## src/rtl/rr_arb_pkg.sv

```systemverilog
// Shared types and helpers for the round-robin grant controller.
//
// Contents:
//   state_t    - controller FSM state (IDLE: no grant, BUSY: one grant out)
//   find_first - index of the lowest set bit of a vector (0 when empty)
//   onehot     - index to one-hot vector
//   thermo     - thermometer mask with bit k set iff k > idx
//
// Vectors are carried as 32 bits, which is the largest supported
// requester count; callers size-cast to their own width.
package rr_arb_pkg;

    typedef enum logic {
        IDLE = 1'b0,
        BUSY = 1'b1
    } state_t;

    function automatic int find_first(input logic [31:0] v);
        find_first = 0;
        // Walk downwards so the last hit is the lowest set bit.
        for (int i = 31; i >= 0; i--) begin
            if (v[i]) find_first = i;
        end
    endfunction

    function automatic logic [31:0] onehot(input int idx);
        onehot = 32'd1 << idx;
    endfunction

    function automatic logic [31:0] thermo(input int idx);
        thermo = '0;
        for (int i = 0; i < 32; i++) begin
            thermo[i] = (i > idx);
        end
    endfunction

endpackage

```

## src/rtl/rr_pick.sv

```systemverilog
// Combinational round-robin pick: lowest requester above the last grant
// (req & mask), falling back to the lowest requester overall.
//
// Ports:
//   req    [N-1:0]     level requests
//   mask   [N-1:0]     thermometer mask, bit k set iff k > last grant
//   winner [ID_W-1:0]  selected requester index (valid when any=1)
//   any                at least one request is present
module rr_pick
    import rr_arb_pkg::*;
#(
    parameter int request_lines = 4,
    parameter int ID_W          = $clog2(request_lines)
) (
    input  logic [request_lines-1:0] req,
    input  logic [request_lines-1:0] mask,
    output logic [ID_W-1:0]          winner,
    output logic                     any
);

    logic [request_lines-1:0] masked;

    always_comb begin
        masked = req & mask;
        any    = |req;
        if (|masked) begin
            winner = ID_W'(find_first(32'(masked)));
        end else begin
            winner = ID_W'(find_first(32'(req)));
        end
    end

endmodule

```

## src/rtl/rr_grant_ctrl.sv

```systemverilog
// Round-robin grant controller. Picks one requester, holds a registered
// one-hot grant until the owner releases it, withdraws its request, or the
// hold limit expires, then rotates priority past the released index.
//
// Ports:
//   clk        rising-edge clock
//   rst        synchronous active-high reset
//   req        [N-1:0] level requests, held until granted
//   done       owner releases its grant (only meaningful while gnt_valid=1)
//   gnt        [N-1:0] registered one-hot grant
//   gnt_valid  registered, OR of gnt
//   gnt_id     registered index of the current or last grant
//   mask       registered thermometer mask, bit k set iff k > last grant
//   timeout    one-cycle pulse when the hold limit revokes a grant
//   fsm_state  current FSM state, for observation
//
// Handshake: a grant is offered by gnt/gnt_valid; the owner ends it with a
// single-cycle done while gnt_valid=1, or by dropping its req bit. done is
// ignored while no grant is outstanding. Consecutive grants are always
// separated by at least one cycle with gnt=0.
module rr_grant_ctrl
    import rr_arb_pkg::*;
#(
    parameter int request_lines = 4,
    parameter int max_hold      = 16
) (
    input  logic                             clk,
    input  logic                             rst,
    input  logic [request_lines-1:0]         req,
    input  logic                             done,
    output logic [request_lines-1:0]         gnt,
    output logic                             gnt_valid,
    output logic [$clog2(request_lines)-1:0] gnt_id,
    output logic [request_lines-1:0]         mask,
    output logic                             timeout,
    output state_t                           fsm_state
);

    localparam int N      = request_lines;
    localparam int ID_W   = $clog2(request_lines);
    localparam int HOLD_W = $clog2(max_hold);

    // The last granted index is kept only in its thermometer form: mask
    // is rewritten from gnt_id at every release, and reset to all zeros
    // (equivalent to last index N-1, giving index 0 priority).
    state_t            state, state_n;
    logic [HOLD_W-1:0] hold_cnt, hold_n;
    logic [N-1:0]      gnt_n, mask_n;
    logic              gnt_valid_n, timeout_n;
    logic [ID_W-1:0]   gnt_id_n;

    logic [ID_W-1:0]   winner;
    logic              any;
    logic              rel_done, rel_withdraw, rel_limit;

    rr_pick #(
        .request_lines(N),
        .ID_W         (ID_W)
    ) u_pick (
        .req   (req),
        .mask  (mask),
        .winner(winner),
        .any   (any)
    );

    always_ff @(posedge clk) begin
        if (rst) begin
            state     <= IDLE;
            hold_cnt  <= '0;
            gnt       <= '0;
            gnt_valid <= 1'b0;
            gnt_id    <= '0;
            mask      <= '0;
            timeout   <= 1'b0;
        end else begin
            state     <= state_n;
            hold_cnt  <= hold_n;
            gnt       <= gnt_n;
            gnt_valid <= gnt_valid_n;
            gnt_id    <= gnt_id_n;
            mask      <= mask_n;
            timeout   <= timeout_n;
        end
    end

    always_comb begin
        state_n      = state;
        hold_n       = hold_cnt;
        gnt_n        = gnt;
        gnt_valid_n  = gnt_valid;
        gnt_id_n     = gnt_id;
        mask_n       = mask;
        timeout_n    = 1'b0;
        rel_done     = done;
        rel_withdraw = !req[gnt_id];
        rel_limit    = (hold_cnt == HOLD_W'(max_hold - 1));

        case (state)
            IDLE: begin
                if (any) begin
                    gnt_n       = N'(onehot(int'(winner)));
                    gnt_id_n    = winner;
                    gnt_valid_n = 1'b1;
                    hold_n      = '0;
                    state_n     = BUSY;
                end
            end
            BUSY: begin
                if (rel_done || rel_withdraw || rel_limit) begin
                    gnt_n       = '0;
                    gnt_valid_n = 1'b0;
                    mask_n      = N'(thermo(int'(gnt_id)));
                    state_n     = IDLE;
                    // Only a pure hold-limit release counts as a revocation.
                    timeout_n   = rel_limit && !rel_done && !rel_withdraw;
                end else begin
                    hold_n = hold_cnt + 1'b1;
                end
            end
            default: state_n = IDLE;
        endcase
    end

    assign fsm_state = state;

endmodule

```

## config.mk

```make
export PLATFORM = sky130hd
export DESIGN_NAME = rr_grant_ctrl
export DESIGN_NICKNAME = d
export VERILOG_FILES = /design/src/rtl/rr_arb_pkg.sv /design/src/rtl/rr_pick.sv /design/src/rtl/rr_grant_ctrl.sv
export SDC_FILE = /design/constraint.sdc
export NUM_CORES = 1
export LEC_CHECK = 0
export ABC_AREA = 1
export CORE_MARGIN = 4
export CORE_UTILIZATION = 36
export DETAILED_ROUTE_END_ITERATION = 10
export GPL_ROUTABILITY_DRIVEN = 1
export GPL_TIMING_DRIVEN = 0
export HOLD_SLACK_MARGIN = 0.08
export PLACE_DENSITY = 0.74
export SYNTH_ARGS = -nofsm -noshare
export SYNTH_HDL_FRONTEND = slang
export SYNTH_HIERARCHICAL = 1
export SYNTH_SLANG_ARGS = --single-unit
export TNS_END_PERCENT = 20
```

## constraint.sdc

```tcl
create_clock -name clk -period 1.5 [get_ports clk]
set_clock_uncertainty 0.2 [all_clocks]
set_input_delay 0.15 -clock clk [delete_from_list [all_inputs] [get_ports clk]]
set_output_delay 0.15 -clock clk [all_outputs]
set_load 0.02 [all_outputs]
```

==> summary.txt <==
STA
  • Setup violations, final: 0
  • Final hold violations: 0
  • Period minus WS final: 1.46 ns
  • Max frequency: 0.686 GHz
  • Final slew viol count: 0
  • Setup TNS Final: 0 ns
  • Period utilization: 97.2%

Synthesis
  • Post-Synth XOR/XNOR Area: 2.07%
  • Mux cell area share after synthesis: 0%
  • Warnings, synthesis: 6
  • Top-area cell type share of the netlist area: 37.9%
  • Syn Inst Count: 116
  • Synth Area in Adders: 1.48%
  • Avg Cell Area, Syn: 7.29 µm²
  • Yosys top cell by area: dfxtp_1
  • Seq/Total Area, Yosys: 37.9%
  • Synth Area in Compound Gates: 10.7%
  • Synth top area cells: dfxtp_1 38%, nand2_1 15%, nand3_1 8.3%
  • Synth Cell Area: 846 µm²
  • Netlist cell types: 23
  • Register bit total from synthesis: 16
  • Simple-gate share of the synthesized area: 39.9%
  • Largest family of logic cells by synthesized area: simple AND/OR/NAND/NOR gates

Global routing
  • First-pass GRT wire length: 3370 µm
  • Antenna violations before repair: 0
  • Grt ovf: 0
  • GRT Overall Usage: 13.0%
  • Largest net degree at the start of global routing: 11
  • Vias in the first global route: 837

Setup path
  • Arrival time worst endpoint: 1.48 ns
  • Crit path capture type: flop
  • Crit-path max FO: 4
  • Critical path startpoint category: input pin
  • Setup CP Type: in -> reg
  • WP data required: 1.52 ns

Power and ir drop
  • Share of power burned in registers: 45.7%
  • Logic pwr share: 28.0%
  • Leak pwr: 0.547 nW
  • Worst IR Drop VDD: 600 µV
  • Net Sw Power: 0.357 mW
  • Sw Share: 33.3%
  • Clock network power share: 26.4%
  • Internal Power: 0.715 mW
  • Power Total: 1.07 mW
  • PwrDens: 931 nW/µm²

Drt
  • Wirelength per Cell: 12.8 µm
  • Total number of vias: 846
  • Initial DRC count: 14
  • Post-route ant nets: 0
  • First drt pass iteration count: 4
  • Vias per cell: 5.04
  • WL final: 2150 µm
  • DRC viols: 0

Place
  • Dpl hpwl: 1490 µm
  • GPL Wtd Cong: 0.767
  • Cell Area, Placed: 1060 µm²
  • IO Port Bufs: 18

Final layout
  • Layout cells sized above 1: 22.1%
  • Nets: 149
  • Final Cell Area: 1150 µm²
  • ANT cells: 0
  • Most frequent cells in the layout: 32 x nand2_1, 13 x nand3_1, 12 x dlygate4sd2_1, 11 x dfxtp_1
  • Area Overhead vs Synth: 36.1%
  • Commonest non-fill, non-tap cell in the layout: nand2_1
  • Fin util: 51.5%

Clock tree
  • CTS Hold Bufs: 0
  • H-tree Lvls: 1
  • CTS Sinks: 16
  • CTS Buf Count: 3
  • Total setup buffers inserted after CTS: 0
  • Worst-skew pair later-pin latency: 0.29 ns
  • CTS tree: built
  • Clock tree root buffer cell: clkbuf_4
  • Clk buf depth: 2
  • CTS clk-pin slew, worst paths: 0.09 ns

Floorplan
  • Die height: 56.5 µm
  • Starting Density: 37.9%
  • Die X-Extent: 56.5 µm
  • Core ar.: 2230 µm²
  • IO Pins: 20
  • Die area: 3190 µm²
  • Site Rows: 17

Status
  • Status: complete, no violations

Hold path
  • Type of the most critical hold path: in -> reg

Job
  • Number of max-cap violations: 0
==> worst max-delay path, stage by stage <==
cell,delay (ns)
clkdlybuf4s50_1,0.46
nand2_1,0.12
nand2_1,0.08
a21oi_1,0.17
nor2_2,0.09
nor2_1,0.16
nand2_1,0.11
a21oi_2,0.14
==> per-layer routing <==
metal  vias to the layer above  track usage (%)  share of wire [%]
li1                        423                -                  -
met1                       396             15.7                 44
met2                        21             21.1                 48
met3                         6             4.60                6.2
met4                         0             4.75                2.0
met5                         -                0                  0
==> cell families (layout without fill, tap and decap cells) <==
group / count (synthesis) / in the layout
AO/OA/AOI/OAI: 16 / 16
buffers and inverters: 15 / 37
AND/OR/NAND/NOR: 65 / 66
XOR/XNOR: 2 / 2
adder cells (fa/ha/maj): 1 / 1
flip-flops: 16 / 16
other: 1 / 2
==> cell usage after synthesis, drive strengths merged <==
cell type / count
a211oi: 2
a21oi: 12
buf: 2
clkbuf: 1
conb: 1
dfxtp: 16
ha: 1
inv: 12
nand2: 36
nand3: 16
nand3b: 1
nand4: 2
nor2: 9
nor4: 1
o211ai: 1
o21bai: 1
xnor2: 1
xor2: 1
==> state kept, by name (all words and copies together), names as in the netlist <==
| register | flops |
|---|---|
| gnt_valid | 1 |
| timeout | 1 |
| mask | 3 |
| gnt | 4 |
| fsm_state | 1 |
| hold_cnt | 4 |
| gnt_id | 2 |
==> path summary, 6_finish.rpt <==
| kind | slack (ns) | depth (start not counted) | start | endpoint |
|---|---|---|---|---|
| hold reg to reg | 0.29 | 2 | gnt[0]$_SDFFE_PP0P_ | gnt[0]$_SDFFE_PP0P_ |
| hold / removal | 0.25 | 6 | req[1] | gnt[2]$_SDFFE_PP0P_ |
| setup reg to reg | 0.07 | 6 | hold_cnt[1]$_SDFFE_PP0P_ | gnt_valid$_SDFFE_PP0P_ |
| setup / recovery | 0.04 | 8 | req[2] | gnt[1]$_SDFFE_PP0P_ |
==> power by group through the flow <==
stage	sequential [mW]	clock [mW]	combinational (mW)
after global routing	0.495	0.307	0.327
after detailed placement	0.495	0	0.297
after CTS	0.485	0.287	0.279
final	0.490	0.283	0.300
after floorplan	0.527	0	0.152
after global placement	0.495	0	0.291
==> through the flow <==
stage	setup slack (ns)	std cells	hold WS, ns
detailed placement	-0.240	163	0.277
global route	-0.0153	168	0.313
global placement	-0.208	163	0.273
floorplan	0.0689	117	0.0265
CTS	-0.00638	167	0.294
finish	0.0423	168	0.253
==> timing repair <==
| item | in CTS | in global routing |
|---|---|---|
| gates cloned | 0 | 1 |
| pin swaps | 0 | 3 |
| gates resized for setup | 14 | 16 |
| setup endpoints to repair | 16 | 13 |
==> layout make-up <==
cell class / instances / area [µm²]
Multi-Input combinational cell: 87 / 519
Timing Repair Buffer: 18 / 170
Inverter: 12 / 45.0
Fill cell: 229 / 1080
Buffer: 3 / 18.8
Tap cell: 28 / 35.0
Clock buffer: 4 / 36.3
Sequential cell: 16 / 327
Power figures use the tool's default switching activity.
